## src/rtl/mem_port_arbiter_pkg.sv

```systemverilog
// Shared definitions for the memory port arbiter: command bus layout, requester ids
// and a helper that builds the fixed fetch read command.
package mem_port_arbiter_pkg;

    localparam int DATA_W = 32;
    localparam int ADDR_W = 32;
    localparam int CMD_W  = 71;

    // Command bus layout: {wr, size, wstrb, addr, wdata}
    localparam int CMD_WR_BIT    = 70;
    localparam int CMD_SIZE_LSB  = 68;
    localparam int CMD_WSTRB_LSB = 64;
    localparam int CMD_ADDR_LSB  = 32;
    localparam int CMD_WDATA_LSB = 0;

    localparam logic [1:0] SIZE_WORD = 2'b10;

    typedef enum logic {
        SRC_INST = 1'b0,
        SRC_DATA = 1'b1
    } src_e;

    function automatic logic [CMD_W-1:0] inst_read_cmd(input logic [ADDR_W-1:0] addr);
        logic [CMD_W-1:0] cmd;
        cmd                                = '0;
        cmd[CMD_WR_BIT]                    = 1'b0;
        cmd[CMD_SIZE_LSB +: 2]             = SIZE_WORD;
        cmd[CMD_WSTRB_LSB +: 4]            = 4'b0000;
        cmd[CMD_ADDR_LSB +: ADDR_W]        = addr;
        cmd[CMD_WDATA_LSB +: DATA_W]       = '0;
        return cmd;
    endfunction

endpackage

```

## src/rtl/mem_port_arbiter_src_order_fifo.sv

```systemverilog
// In-order record of which requester owns each in-flight memory transaction.
// One bit per entry, DEPTH entries, pointers wrap modulo DEPTH.
module src_order_fifo #(
    parameter  int DEPTH = 2,
    localparam int CNT_W = $clog2(DEPTH + 1)
) (
    input  logic             clk,
    input  logic             rstn,
    input  logic             push,
    input  logic             push_src,
    input  logic             pop,
    output logic             head_src,
    output logic [CNT_W-1:0] count
);
    import mem_port_arbiter_pkg::*;

    localparam int PTR_W = (DEPTH > 1) ? $clog2(DEPTH) : 1;
    localparam logic [PTR_W-1:0] LAST_PTR = PTR_W'(DEPTH - 1);

    logic [DEPTH-1:0] slot_q, slot_d;
    logic [PTR_W-1:0] wr_ptr_q, wr_ptr_d;
    logic [PTR_W-1:0] rd_ptr_q, rd_ptr_d;
    logic [CNT_W-1:0] count_q, count_d;
    logic             do_push, do_pop;

    function automatic logic [PTR_W-1:0] next_ptr(input logic [PTR_W-1:0] p);
        return (p == LAST_PTR) ? '0 : p + 1'b1;
    endfunction

    // A pop frees a slot in the same cycle, so a full FIFO can still take a push then.
    always_comb begin
        do_pop   = pop && (count_q != '0);
        do_push  = push && ((count_q != CNT_W'(DEPTH)) || do_pop);
        wr_ptr_d = do_push ? next_ptr(wr_ptr_q) : wr_ptr_q;
        rd_ptr_d = do_pop ? next_ptr(rd_ptr_q) : rd_ptr_q;
        count_d  = count_q + CNT_W'(do_push) - CNT_W'(do_pop);
    end

    generate
        for (genvar gi = 0; gi < DEPTH; gi++) begin : g_slot
            assign slot_d[gi] = (do_push && (wr_ptr_q == PTR_W'(gi))) ? push_src : slot_q[gi];
        end
    endgenerate

    always_ff @(posedge clk or negedge rstn) begin
        if (!rstn) begin
            slot_q   <= '0;
            wr_ptr_q <= '0;
            rd_ptr_q <= '0;
            count_q  <= '0;
        end else begin
            slot_q   <= slot_d;
            wr_ptr_q <= wr_ptr_d;
            rd_ptr_q <= rd_ptr_d;
            count_q  <= count_d;
        end
    end

    assign head_src = slot_q[rd_ptr_q];
    assign count    = count_q;

endmodule

```

## src/rtl/mem_port_arbiter.sv

```systemverilog
// Shares one split-handshake memory port between the fetch and Memory-stage requesters,
// routing each returned data_ok back to the requester that issued the transaction.
module mem_port_arbiter #(
    parameter int OUTS  = 2,
    parameter int CMD_W = mem_port_arbiter_pkg::CMD_W
) (
    input  logic             clk,
    input  logic             rstn,
    input  logic             inst_req,
    input  logic [31:0]      inst_addr,
    output logic             inst_addr_ok,
    output logic             inst_data_ok,
    output logic [31:0]      inst_rdata,
    input  logic             data_req,
    input  logic [CMD_W-1:0] data_cmd,
    output logic             data_addr_ok,
    output logic             data_data_ok,
    output logic [31:0]      data_rdata,
    output logic             mem_req,
    output logic [CMD_W-1:0] mem_cmd,
    input  logic             mem_addr_ok,
    input  logic             mem_data_ok,
    input  logic [31:0]      mem_rdata,
    output logic             busy
);
    import mem_port_arbiter_pkg::*;

    localparam int CNT_W = $clog2(OUTS + 1);

    logic             lock_q, lock_d;
    src_e             lock_src_q, lock_src_d;
    src_e             grant;
    logic             grant_req;
    logic [CMD_W-1:0] grant_cmd;
    logic             accept, ret;
    logic             head_src;
    logic [CNT_W-1:0] fifo_count;
    logic             fifo_full, fifo_empty;

    src_order_fifo #(
        .DEPTH (OUTS)
    ) u_order (
        .clk      (clk),
        .rstn     (rstn),
        .push     (accept),
        .push_src (grant),
        .pop      (ret),
        .head_src (head_src),
        .count    (fifo_count)
    );

    always_comb begin
        fifo_full  = (fifo_count == CNT_W'(OUTS));
        fifo_empty = (fifo_count == '0);

        // An outstanding unaccepted request pins the grant; otherwise the older Memory stage wins.
        grant     = lock_q ? lock_src_q : (data_req ? SRC_DATA : SRC_INST);
        grant_req = (grant == SRC_DATA) ? data_req : inst_req;
        grant_cmd = (grant == SRC_DATA) ? data_cmd : CMD_W'(inst_read_cmd(inst_addr));

        mem_req = grant_req && !fifo_full;
        mem_cmd = mem_req ? grant_cmd : '0;
        accept  = mem_req && mem_addr_ok;

        inst_addr_ok = accept && (grant == SRC_INST);
        data_addr_ok = accept && (grant == SRC_DATA);

        // Returns are matched against the head before this cycle's push lands.
        ret          = mem_data_ok && !fifo_empty;
        inst_data_ok = ret && (head_src == SRC_INST);
        data_data_ok = ret && (head_src == SRC_DATA);
        inst_rdata   = inst_data_ok ? mem_rdata : '0;
        data_rdata   = data_data_ok ? mem_rdata : '0;

        lock_d     = mem_req && !mem_addr_ok;
        lock_src_d = grant;

        busy = !fifo_empty || lock_q;
    end

    always_ff @(posedge clk or negedge rstn) begin
        if (!rstn) begin
            lock_q     <= 1'b0;
            lock_src_q <= SRC_INST;
        end else begin
            lock_q     <= lock_d;
            lock_src_q <= lock_src_d;
        end
    end

endmodule
```

## config.mk

```make
export PLATFORM = sky130hd
export DESIGN_NAME = mem_port_arbiter
export DESIGN_NICKNAME = d
export VERILOG_FILES = /design/src/rtl/mem_port_arbiter_pkg.sv /design/src/rtl/mem_port_arbiter_src_order_fifo.sv /design/src/rtl/mem_port_arbiter.sv
export SDC_FILE = /design/constraint.sdc
export NUM_CORES = 1
export LEC_CHECK = 0
export ABC_AREA = 1
export BUFFER_PORTS_ARGS = -buffer_cell sky130_fd_sc_hd__buf_2
export CAP_MARGIN = 5
export CELL_PAD_IN_SITES_DETAIL_PLACEMENT = 1
export CELL_PAD_IN_SITES_GLOBAL_PLACEMENT = 2
export CORE_MARGIN = 3
export CORE_UTILIZATION = 10
export CTS_CLUSTER_SIZE = 24
export DETAILED_ROUTE_END_ITERATION = 10
export PLACE_DENSITY_LB_ADDON = 0.25
export SYNTH_ARGS = -nofsm -noshare
export SYNTH_HDL_FRONTEND = slang
export SYNTH_SLANG_ARGS = --single-unit
```

## constraint.sdc

```tcl
create_clock -name clk -period 1.5 [get_ports clk]
set_input_delay 0.225 -clock clk [delete_from_list [all_inputs] [get_ports clk]]
set_output_delay 0.225 -clock clk [all_outputs]
set_load 0.005 [all_outputs]
```

==> flow_summary.json, run 1 <==
{
  "io_buffers": 281,
  "endpoint_kind": "output port",
  "power.density_nw_per_um2": 1343,
  "crit_required_ps": 1270,
  "chipHeight_um": 140.3,
  "p_clk_share_pct": 6.8,
  "clockBufferDepth": 2,
  "cts_root_buf": "clkbuf_16",
  "syn_to_final_growth_pct": 167.3,
  "drv_cap": 0,
  "drt.antenna.violating_nets": 0,
  "setup_slack_ps": -324.5,
  "ir_worst_vdd_uv": 597.9,
  "path_clk_slew_ps": 40,
  "grt_max_degree": 27,
  "synth_cell_types": 21,
  "grt_pass1_wl_um": 19870,
  "fin_crit_sh_pct": 121.6,
  "wirelength_um": 13360,
  "antenna_found_initial": 2,
  "combPwrFrac_pct": 87.0,
  "vias_per_cell": 3.873,
  "wl_per_cell_um": 14.93,
  "core-area_um2": 17480,
  "leakagePower_nw": 2.682,
  "hold_class": "input pin to flop",
  "drt_iter0_drc": 43,
  "setup_viol": 140,
  "p_switching_w": 0.003055,
  "grt_usage_pct": 12.30,
  "dp_hpwl_um": 9410,
  "synth.area.top_cells": "nand2_1, nor2_1, a21oi_2",
  "met2_usage_pct": 24.45,
  "rsz0062_at_grt": "yes",
  "place_area_um2": 3553,
  "status": "complete, but fails checks",
  "ys_warn_count": 0,
  "grt_pass1_vias": 3900,
  "grt_use_met3_pct": 4.780,
  "grt_util_met1_pct": 11.63,
  "die_w_um": 140.3,
  "place_inst": 859,
  "fin_tns_setup_ps": -32060,
  "ys_ff_latch": 8,
  "arrival_ps": 1600,
  "violations": "negative setup slack",
  "h-tree-depth": 1,
  "swShare_pct": 47.16,
  "nets": 814,
  "start_util_pct": 10.32,
  "ys_seq_area_share_pct": 11.10,
  "layout_min_cycle_time_ps": 1825,
  "antennaDiodeCount": 0,
  "clock_latency_ps": 230,
  "gp_congestion": 0.8376,
  "fin_cells": 895,
  "finalHoldViolCount": 0,
  "rows": 48,
  "crit_type": "flop to output port",
  "drcViolationCount": 0,
  "gr-total-overflow": 0,
  "cts_buffers": 3,
  "cts.sinks": 8,
  "syn_area_per_cell_um2": 5.054,
  "final_core_util_pct": 27.60,
  "dr.pass1.iters": 4,
  "relSlewSlack_pct": 85.16,
  "gr-max-usage-layer": "met2",
  "netlist_area_um2": 1804,
  "io_pins": 282,
  "slew_violations": 0,
  "drive_gt1_share_pct": 68.21,
  "internal_power_w": 0.003422,
  "fmax_mhz": 548.1,
  "synth_top_area_share_pct": 25.38,
  "syn_nets": 499,
  "tightest_slew_ps": 221.0,
  "pwr-share-seq_pct": 6.1,
  "cts_tree": "yes",
  "start_kind": "flop",
  "vias": 3466,
  "die_area_um2": 19690,
  "synth_cells": 357,
  "worst-path-max-fanout": 5,
  "yosysTopAreaCell": "nand2_1",
  "finalClockSkew_ps": 1.305,
  "fin_area_um2": 4823
}
==> through the flow <==
step                      hold WS, ps  setup WS (ps)  power, W
after floorplan                -70.59          122.5  0.002273
after global placement          82.42         -62.08  0.003923
after detailed placement        84.64         -74.60  0.003963
after CTS                       296.9         -319.0  0.006070
after global routing            332.9         -402.2  0.007040
final                           314.6         -324.5  0.006477
==> Yosys cell counts (all sizes together) <==
master	number
nand2	123
nor2	109
inv	45
a21oi	33
buf	20
dfrtp	8
nand4	6
clkbuf	5
nand3	3
clkinv	1
ha	1
o21ai	1
xnor2	1
xor2	1
==> critical path, stage by stage, from the launching register on <==
cell	delay (ps)
dfrtp_1	400
inv_2	90
nand2_4	60
buf_4	160
nand2_8	110
buf_4	120
buf_4	120
nand2_1	60
a21oi_2	130
buf_2	120
==> layer usage <==
metal | routed length [um] | part of all wire (%)
met5 | 27 | 0.20
met4 | 212 | 1.6
met3 | 1554 | 12
met2 | 7054 | 53
met1 | 4510 | 34
==> flip-flops by register name (all words and copies together), names as in the netlist <==
| signal | flops |
|---|---|
| u_order.wr_ptr_q | 1 |
| lock_src_q | 1 |
| u_order.rd_ptr_q | 1 |
| u_order.slot_q | 2 |
| u_order.count | 2 |
| lock_q | 1 |
==> final timing paths <==
path                                    from                end  slack (ps)  cells after the start
max                                   lock_q        mem_cmd[62]        -320                      9
max reg2reg                 u_order.count[0]   u_order.count[1]         -60                      9
max in group asynchronous               rstn   u_order.count[0]         940                      2
min in group asynchronous               rstn   u_order.count[1]         380                      2
min                              mem_addr_ok             lock_q         310                      2
min reg2reg                u_order.slot_q[1]  u_order.slot_q[1]         500                      2
==> area by class of cell <==
type                            instances  area [um^2]
Clock buffer                            3        75.07
Fill cell                            2223        12650
Inverter                               46        195.2
Multi-Input combinational cell        279         1793
Sequential cell                         8        200.2
Tap cell                              225        281.5
Timing Repair Buffer                  334         2278
==> power groups by stage <==
stage / Clock [W] / Sequential [W] / Combinational [W]
detailed placement: 0 / 0.000385 / 0.00358
finish: 0.000442 / 0.000398 / 0.00564
floorplan: 0 / 0.000364 / 0.00191
CTS: 0.000456 / 0.000396 / 0.00522
global route: 0.000473 / 0.000416 / 0.00615
global placement: 0 / 0.000379 / 0.00354
==> logic make-up after synthesis <==
logic type,synth area share [%]
adders and majority gates,0.6934
AOI/OAI and AO/OA,16.30
buffers and inverters,19.35
DFF,11.10
xor gates and xnor gates,0.9711
and+or+nand+nor,51.60
==> layout by cell type, fill, tap and decap left out, drive strengths merged, types with 3 or more instances in the layout <==
cell    count
clkbuf      6
nand4       6
nor2      109
buf       330
nand3       3
inv        45
a21oi      33
dfrtp       8
nand2     124
==> repair_timing <==
action	in CTS	in global routing
endpoints found under the hold margin	8	0
pin swaps	8	10
buffers inserted	18	4
setup endpoints to repair	139	143
resized for setup	82	106
hold buffers	1	0
gates cloned	13	4
Note: power is estimated with default switching activity, not from simulation.
==> run 2: changes to the inputs <==
--- a/config.mk
+++ b/config.mk
@@ -5,7 +5,6 @@
 export SDC_FILE = /design/constraint.sdc
 export NUM_CORES = 1
 export LEC_CHECK = 0
-export ABC_AREA = 1
 export BUFFER_PORTS_ARGS = -buffer_cell sky130_fd_sc_hd__buf_2
 export CAP_MARGIN = 5
 export CELL_PAD_IN_SITES_DETAIL_PLACEMENT = 1
==> run 2 against run 1 <==
  * Synthesized cell count decreased by 27%
  * Sequential cell count unchanged
  * Critical path depth decreased by 2
  * The run still ends with negative setup slack left
==> flow_summary.json, run 2 <==
{
  "status": "complete, but fails checks",
  "violations": "negative setup slack",
  "die_w_um": 133.4,
  "cts_tree": "yes",
  "syn_to_final_growth_pct": 179.1,
  "tightest_slew_ps": 258.7,
  "fmax_mhz": 542.2,
  "rows": 45,
  "grt_max_degree": 28,
  "power.density_nw_per_um2": 1369,
  "grt_pass1_vias": 3011,
  "fin_crit_sh_pct": 123.0,
  "core-area_um2": 15540,
  "rsz0062_at_grt": "yes",
  "place_inst": 752,
  "synth_cell_types": 27,
  "cts_buffers": 3,
  "clockBufferDepth": 2,
  "antenna_found_initial": 2,
  "worst-path-max-fanout": 11,
  "grt_usage_pct": 11.86,
  "syn_area_per_cell_um2": 6.199,
  "pwr-share-seq_pct": 6.7,
  "h-tree-depth": 1,
  "ys_ff_latch": 8,
  "yosys-top-cells-count": "and2_1, nand2_1, a21oi_1",
  "chipHeight_um": 133.4,
  "slew_violations": 0,
  "setup_viol": 146,
  "fillers": 1955,
  "io_pins": 282,
  "die_area_um2": 17810,
  "synthFlopType": "dfrtp_1",
  "relSlewSlack_pct": 82.74,
  "swShare_pct": 38.98,
  "ir_worst_vdd_uv": 576.1,
  "fin_tns_setup_ps": -40850,
  "synth_cells": 262,
  "finalClockSkew_ps": 2.183,
  "clock_latency_ps": 240,
  "synth_top_area_share_pct": 39.29,
  "cp_common_cell": "buf_12",
  "cts_root_buf": "clkbuf_16",
  "final_common_cell": "buf_2",
  "gr-total-overflow": 0,
  "p_switching_w": 0.002418,
  "layout_min_cycle_time_ps": 1844,
  "synth.area.top_cells": "and2_1, nand2_1, dfrtp_1",
  "vias": 3000,
  "gp_congestion": 0.7703,
  "cts.sinks": 8,
  "drcViolationCount": 0,
  "fin_cells": 795,
  "synth-edff-count": 0,
  "ys_warn_count": 0,
  "path_clk_slew_ps": 40,
  "wl_per_cell_um": 15.21,
  "grt_pass1_wl_um": 16960,
  "crit_required_ps": 1270,
  "internal_power_w": 0.003786,
  "drt_iter0_drc": 54,
  "critical_path.top_delay_family": "buffers and inverters",
  "drive_gt1_share_pct": 71.31,
  "crit_buf_inv": 4,
  "final_cell_mix": "buf_2, nand2_1, and2_1, buf_6, and2_4",
  "holdWs_ps": 188.7,
  "drv_cap": 0,
  "nets": 726,
  "finalHoldViolCount": 0,
  "syn_nets": 404,
  "ys_seq_area_share_pct": 12.33,
  "cpMaxStageDelayCell": "dfrtp_1",
  "yosysMostFrequentCell": "and2_1",
  "endpoint_kind": "output port",
  "dr.pass1.iters": 4,
  "io_buffers": 281,
  "combPwrFrac_pct": 85.9,
  "drt.antenna.violating_nets": 0,
  "worstPathCellList": "a21boi_1 > buf_4 > o211ai_4 > buf_12 > buf_12 > a21oi_1 > buf_2",
  "start_util_pct": 10.45,
  "dp_hpwl_um": 9083,
  "ys_async_sr_fraction_pct": 100.0,
  "wirelength_um": 12090,
  "start_kind": "flop",
  "yosysTopAreaCell": "and2_1",
  "critPathMaxStageDelay_ps": 410,
  "crit_type": "flop to output port",
  "setup_slack_ps": -344.5,
  "hold_class": "input pin to flop",
  "netlist_area_um2": 1624,
  "p_clk_share_pct": 7.4,
  "arrival_ps": 1620,
  "leakagePower_nw": 2.494,
  "vias_per_cell": 3.774
}
run 2: cells by family (layout without fill, tap and decap cells):
family | after synthesis | count (layout) | share of synthesized area, %
other | 0 | 2 | 0
and+or+nand+nor | 179 | 181 | 58.94
muxes | 1 | 1 | 0.6164
DFF | 8 | 8 | 12.33
AOI/OAI and AO/OA | 42 | 42 | 16.26
adders and majority gates | 1 | 1 | 0.7703
buffers and inverters | 26 | 344 | 8.397
xor gates and xnor gates | 5 | 5 | 2.696
run 2: power by group through the flow:
stage                     Combinational, W  Clock [W]  Sequential [W]
final                              0.00533   0.000458        0.000418
after global routing               0.00576   0.000481        0.000432
after CTS                          0.00477   0.000472        0.000407
after detailed placement           0.00332          0        0.000395
after global placement             0.00331          0        0.000393
after floorplan                    0.00165          0        0.000395
run 2: routing by layer:
metal,up-vias,routed length (um),track usage (%),part of all wire (%)
met1,1373,4129,12.33,34
met4,0,242,3.257,2.0
met5,-,0,0,0
met3,14,912,2.606,7.5
met2,147,6807,23.65,56
li1,1466,-,-,-
run 2: cell type report:
class	instances	area, um^2	share of cell area [%]
repair buffers	334	2381	52.53
well taps	211	264.0	5.824
inverters	7	31.28	0.6900
flip-flops and latches	8	201.4	4.444
clock buffers	3	75.07	1.656
diodes	2	5.005	0.1104
multi-input cells	230	1575	34.75
run 2: final timing paths:
path,startpoint,end,slack [ps],cells past startpoint
worst max-delay path,lock_src_q,mem_cmd[49],-340,7
worst min-delay path,mem_addr_ok,lock_q,190,2
worst max register to register,lock_src_q,u_order.count[1],-90,7
worst min register to register,u_order.slot_q[0],u_order.slot_q[0],550,2
max in group asynchronous,rstn,lock_q,940,2
min in group asynchronous,rstn,u_order.count[1],370,2
run 2: worst reg2reg max path, cell delays in order, from the launching register on:
cell and delay, ps:
dfrtp_1 410, or3b_4 410, buf_4 150, o2111ai_4 130, buf_6 140, buf_4 100, nor2_2 30, xnor2_1 110
run 2: through the flow:
step	setup WS [ps]	power, W	utilization [%]	area (um^2)
floorplan	63.16	0.002042	-	1624
global placement	-490.3	0.003701	21.72	3374
detailed placement	-524.5	0.003718	21.72	3374
CTS	-369.1	0.005646	26.27	4083
global route	-427.5	0.006677	29.17	4533
finish	-344.5	0.006204	29.17	4533
run 2: timing repair:
item / CTS / global route
pin swaps: 19 / 32
cloned: 7 / 1
hold buffers: 1 / 0
gates resized for setup: 58 / 88
endpoints found under the setup margin: 141 / 145
setup buffers: 21 / 9
hold endpoints to repair: 8 / 0
==> run 3: changes to the inputs <==
--- a/config.mk
+++ b/config.mk
@@ -5,15 +5,16 @@
 export SDC_FILE = /design/constraint.sdc
 export NUM_CORES = 1
 export LEC_CHECK = 0
-export BUFFER_PORTS_ARGS = -buffer_cell sky130_fd_sc_hd__buf_2
 export CAP_MARGIN = 5
 export CELL_PAD_IN_SITES_DETAIL_PLACEMENT = 1
 export CELL_PAD_IN_SITES_GLOBAL_PLACEMENT = 2
-export CORE_MARGIN = 3
-export CORE_UTILIZATION = 10
+export CORE_AREA = 3 3 109 111
 export CTS_CLUSTER_SIZE = 24
 export DETAILED_ROUTE_END_ITERATION = 10
+export DIE_AREA = 0 0 112 114
+export DONT_BUFFER_PORTS = 1
 export PLACE_DENSITY_LB_ADDON = 0.25
 export SYNTH_ARGS = -nofsm -noshare
 export SYNTH_HDL_FRONTEND = slang
+export SYNTH_HIERARCHICAL = 1
 export SYNTH_SLANG_ARGS = --single-unit
==> run 3 against run 2 <==
  * Sequential power grew 6.0%
  * Combinational power up 1%
  * Clock power shrank 40%
  * Worst hold slack got worse by 130 ps
  * The run still ends with negative setup slack left
  * Area after synthesis up 15%
==> flow_summary.json, run 3 <==
{
  "status": "complete, but fails checks",
  "violations": "negative setup slack",
  "grt_use_met3_pct": 2.281,
  "crit_required_ps": 1270,
  "combPwrFrac_pct": 88.2,
  "swShare_pct": 42.82,
  "yosys-top-cells-count": "and2_1, nand2_1, and3_1",
  "cts_tree": "yes",
  "synth_compound_area_share_pct": 16.50,
  "synth.area.top_cells": "and2_1, a21oi_2, and3_1",
  "synthFlopType": "dfrtp_1",
  "drt_iter0_drc": 29,
  "finalHoldViolCount": 0,
  "setup_viol": 144,
  "final_common_cell": "and2_4",
  "hold_class": "input pin to flop",
  "antennaDiodeCount": 0,
  "h-tree-depth": 1,
  "wirelength_um": 9579,
  "vias": 2119,
  "grt_pass1_wl_um": 11110,
  "grt_util_met1_pct": 11.69,
  "ir_worst_vdd_uv": 673.9,
  "critPathCapture": "inst_rdata[3]",
  "cts_buffers": 3,
  "synth_top_area_share_pct": 23.81,
  "slew_violations": 0,
  "power.density_nw_per_um2": 1606,
  "syn_nets": 408,
  "synth_cells": 265,
  "nets": 446,
  "place_inst": 404,
  "final_core_util_pct": 34.99,
  "yosysTopAreaCell": "and2_1",
  "rr_startpoint": "lock_q",
  "cpMaxStageDelayCell": "dfrtp_1",
  "clockBufferDepth": 2,
  "ys_seq_area_share_pct": 10.73,
  "place_area_um2": 2195,
  "vias_per_cell": 4.794,
  "power_w": 0.006117,
  "synth-edff-count": 0,
  "r2r_slack_ps": -310,
  "netlist_area_um2": 1866,
  "arrival_ps": 1630,
  "endpoint_kind": "output port",
  "rows": 38,
  "drt.antenna.violating_nets": 0,
  "crit_cells": 4,
  "start_util_pct": 17.13,
  "grt_max_degree": 38,
  "ys_warn_count": 6,
  "antenna_found_initial": 0,
  "worst-path-max-fanout": 8,
  "critPathMaxStageDelay_ps": 390,
  "io_pins": 282,
  "cts_root_buf": "clkbuf_8",
  "critPathLaunch": "u_order/rd_ptr_q",
  "core-area_um2": 10890,
  "grt_pass1_vias": 2027,
  "gr-max-usage-layer": "met2",
  "die_area_um2": 12770,
  "wl_per_cell_um": 21.67,
  "syn_to_final_growth_pct": 104.2,
  "drcViolationCount": 0,
  "fmax_mhz": 538.2,
  "layout_min_cycle_time_ps": 1858,
  "r2r-end": "u_order/count[1]",
  "ys_async_sr_fraction_pct": 100.0,
  "ys_ff_latch": 8,
  "chipHeight_um": 114,
  "clock_latency_ps": 230,
  "fin_crit_sh_pct": 123.9,
  "synth-simple-area-share_pct": 56.27,
  "p_switching_w": 0.002620,
  "cts.sinks": 8,
  "synth_mux_area_share_pct": 2.616,
  "holdWs_ps": 54.16,
  "rsz0062_at_grt": "yes",
  "crit_type": "flop to output port",
  "leakagePower_nw": 1.618,
  "gr-total-overflow": 0,
  "relSlewSlack_pct": 73.46,
  "crit_buf_inv": 1,
  "grt_usage_pct": 10.68,
  "dr.pass1.iters": 4,
  "met2_usage_pct": 21.10,
  "drv_cap": 0,
  "internal_power_w": 0.003498,
  "io_buffers": 0,
  "gp_congestion": 0.7715,
  "start_kind": "flop",
  "drive_gt1_share_pct": 93.05,
  "synth_xor_area_share_pct": 1.878,
  "fin_area_um2": 3810,
  "tightest_slew_ps": 396.8,
  "worstPathCellList": "mux2_4 > and2b_4 > clkbuf_16 > and2_4",
  "die_w_um": 112,
  "synth_cell_types": 34,
  "ff2ff_path_depth": 9,
  "dp_hpwl_um": 5931,
  "syn_area_per_cell_um2": 7.040,
  "synth_top_family_by_area": "simple AND/OR/NAND/NOR gates",
  "pwr-share-seq_pct": 7.2,
  "finalClockSkew_ps": 2.546,
  "final_cell_mix": "and2_4, nand2_4, and3_4, nand2_2, a21oi_2",
  "critical_path.top_delay_family": "simple AND/OR/NAND/NOR gates",
  "setup_slack_ps": -358.1,
  "yosysMostFrequentCell": "and2_1",
  "path_clk_slew_ps": 40,
  "synth-adder-area-share_pct": 1.341,
  "p_clk_share_pct": 4.5,
  "fin_cells": 442
}
run 3: cell count changes after synthesis, moves of 4 or more:
cell | previous run | this run
a21oi_2 | 0 | 28
clkbuf_1 | 3 | 9
and3_1 | 0 | 33
a21oi_1 | 32 | 4
clkbuf_2 | 4 | 0
nand2_1 | 65 | 37
and2_1 | 102 | 71
nand2_2 | 0 | 28
buf_2 | 9 | 5
run 3: worst min path at each step:
stage,from,endpoint,slack [ps],cells past startpoint
after floorplan,rstn,lock_q,-70,0
after global placement,rstn,u_order/rd_ptr_q,-70,0
after detailed placement,rstn,u_order/rd_ptr_q,-70,0
after CTS,mem_addr_ok,lock_q,40,1
after global routing,mem_addr_ok,lock_q,40,1
final,mem_addr_ok,lock_q,50,1
run 3: repair_timing:
action                                  CTS  global route
buffers inserted                          7             7
cloned                                    8            12
hold buffers                              1             0
endpoints found under the setup margin  145           146
gates resized for setup                  76           179
endpoints found under the hold margin     8             0
pin swaps                                34           118
run 3: metal layers:
metal | vias up | part of all wire (%)
met3 | 4 | 9.7
met1 | 1009 | 33
li1 | 936 | -
met4 | 0 | 0.57
met2 | 170 | 57
met5 | - | 0
run 3: through the flow:
stage | setup WS [ps] | TNS, ps
2_1_floorplan | -373.0 | -888.1
3_3_place_gp | -293.6 | -9615
3_5_place_dp | -328.0 | -10670
4_1_cts | -325.4 | -29720
5_1_grt | -413.2 | -40660
6_report | -358.1 | -32080
run 3: power groups by stage:
stage                     registers (W)  logic [W]  clock network, W
after floorplan                0.000437    0.00221                 0
after global placement         0.000414    0.00284                 0
after detailed placement       0.000420    0.00286                 0
after CTS                      0.000428    0.00393          0.000293
after global routing           0.000457    0.00577          0.000309
final                          0.000443    0.00540          0.000276
run 3: cells by family (layout without fill, tap and decap cells):
kind of cell / after synthesis / in the layout
XOR/XNOR: 4 / 4
AO/OA/AOI/OAI: 38 / 38
adder cells (fa/ha/maj): 2 / 2
buffers and inverters: 27 / 64
multiplexers: 3 / 3
AND/OR/NAND/NOR: 183 / 183
flip-flops: 8 / 8
run 3: layout make-up:
type | count | area (um^2)
multi-input combinational | 230 | 2366
timing repair buffer | 56 | 975.9
clock buffer | 4 | 45.04
inverter | 4 | 43.79
tap | 140 | 175.2
fill | 1170 | 7078
sequential | 8 | 203.9
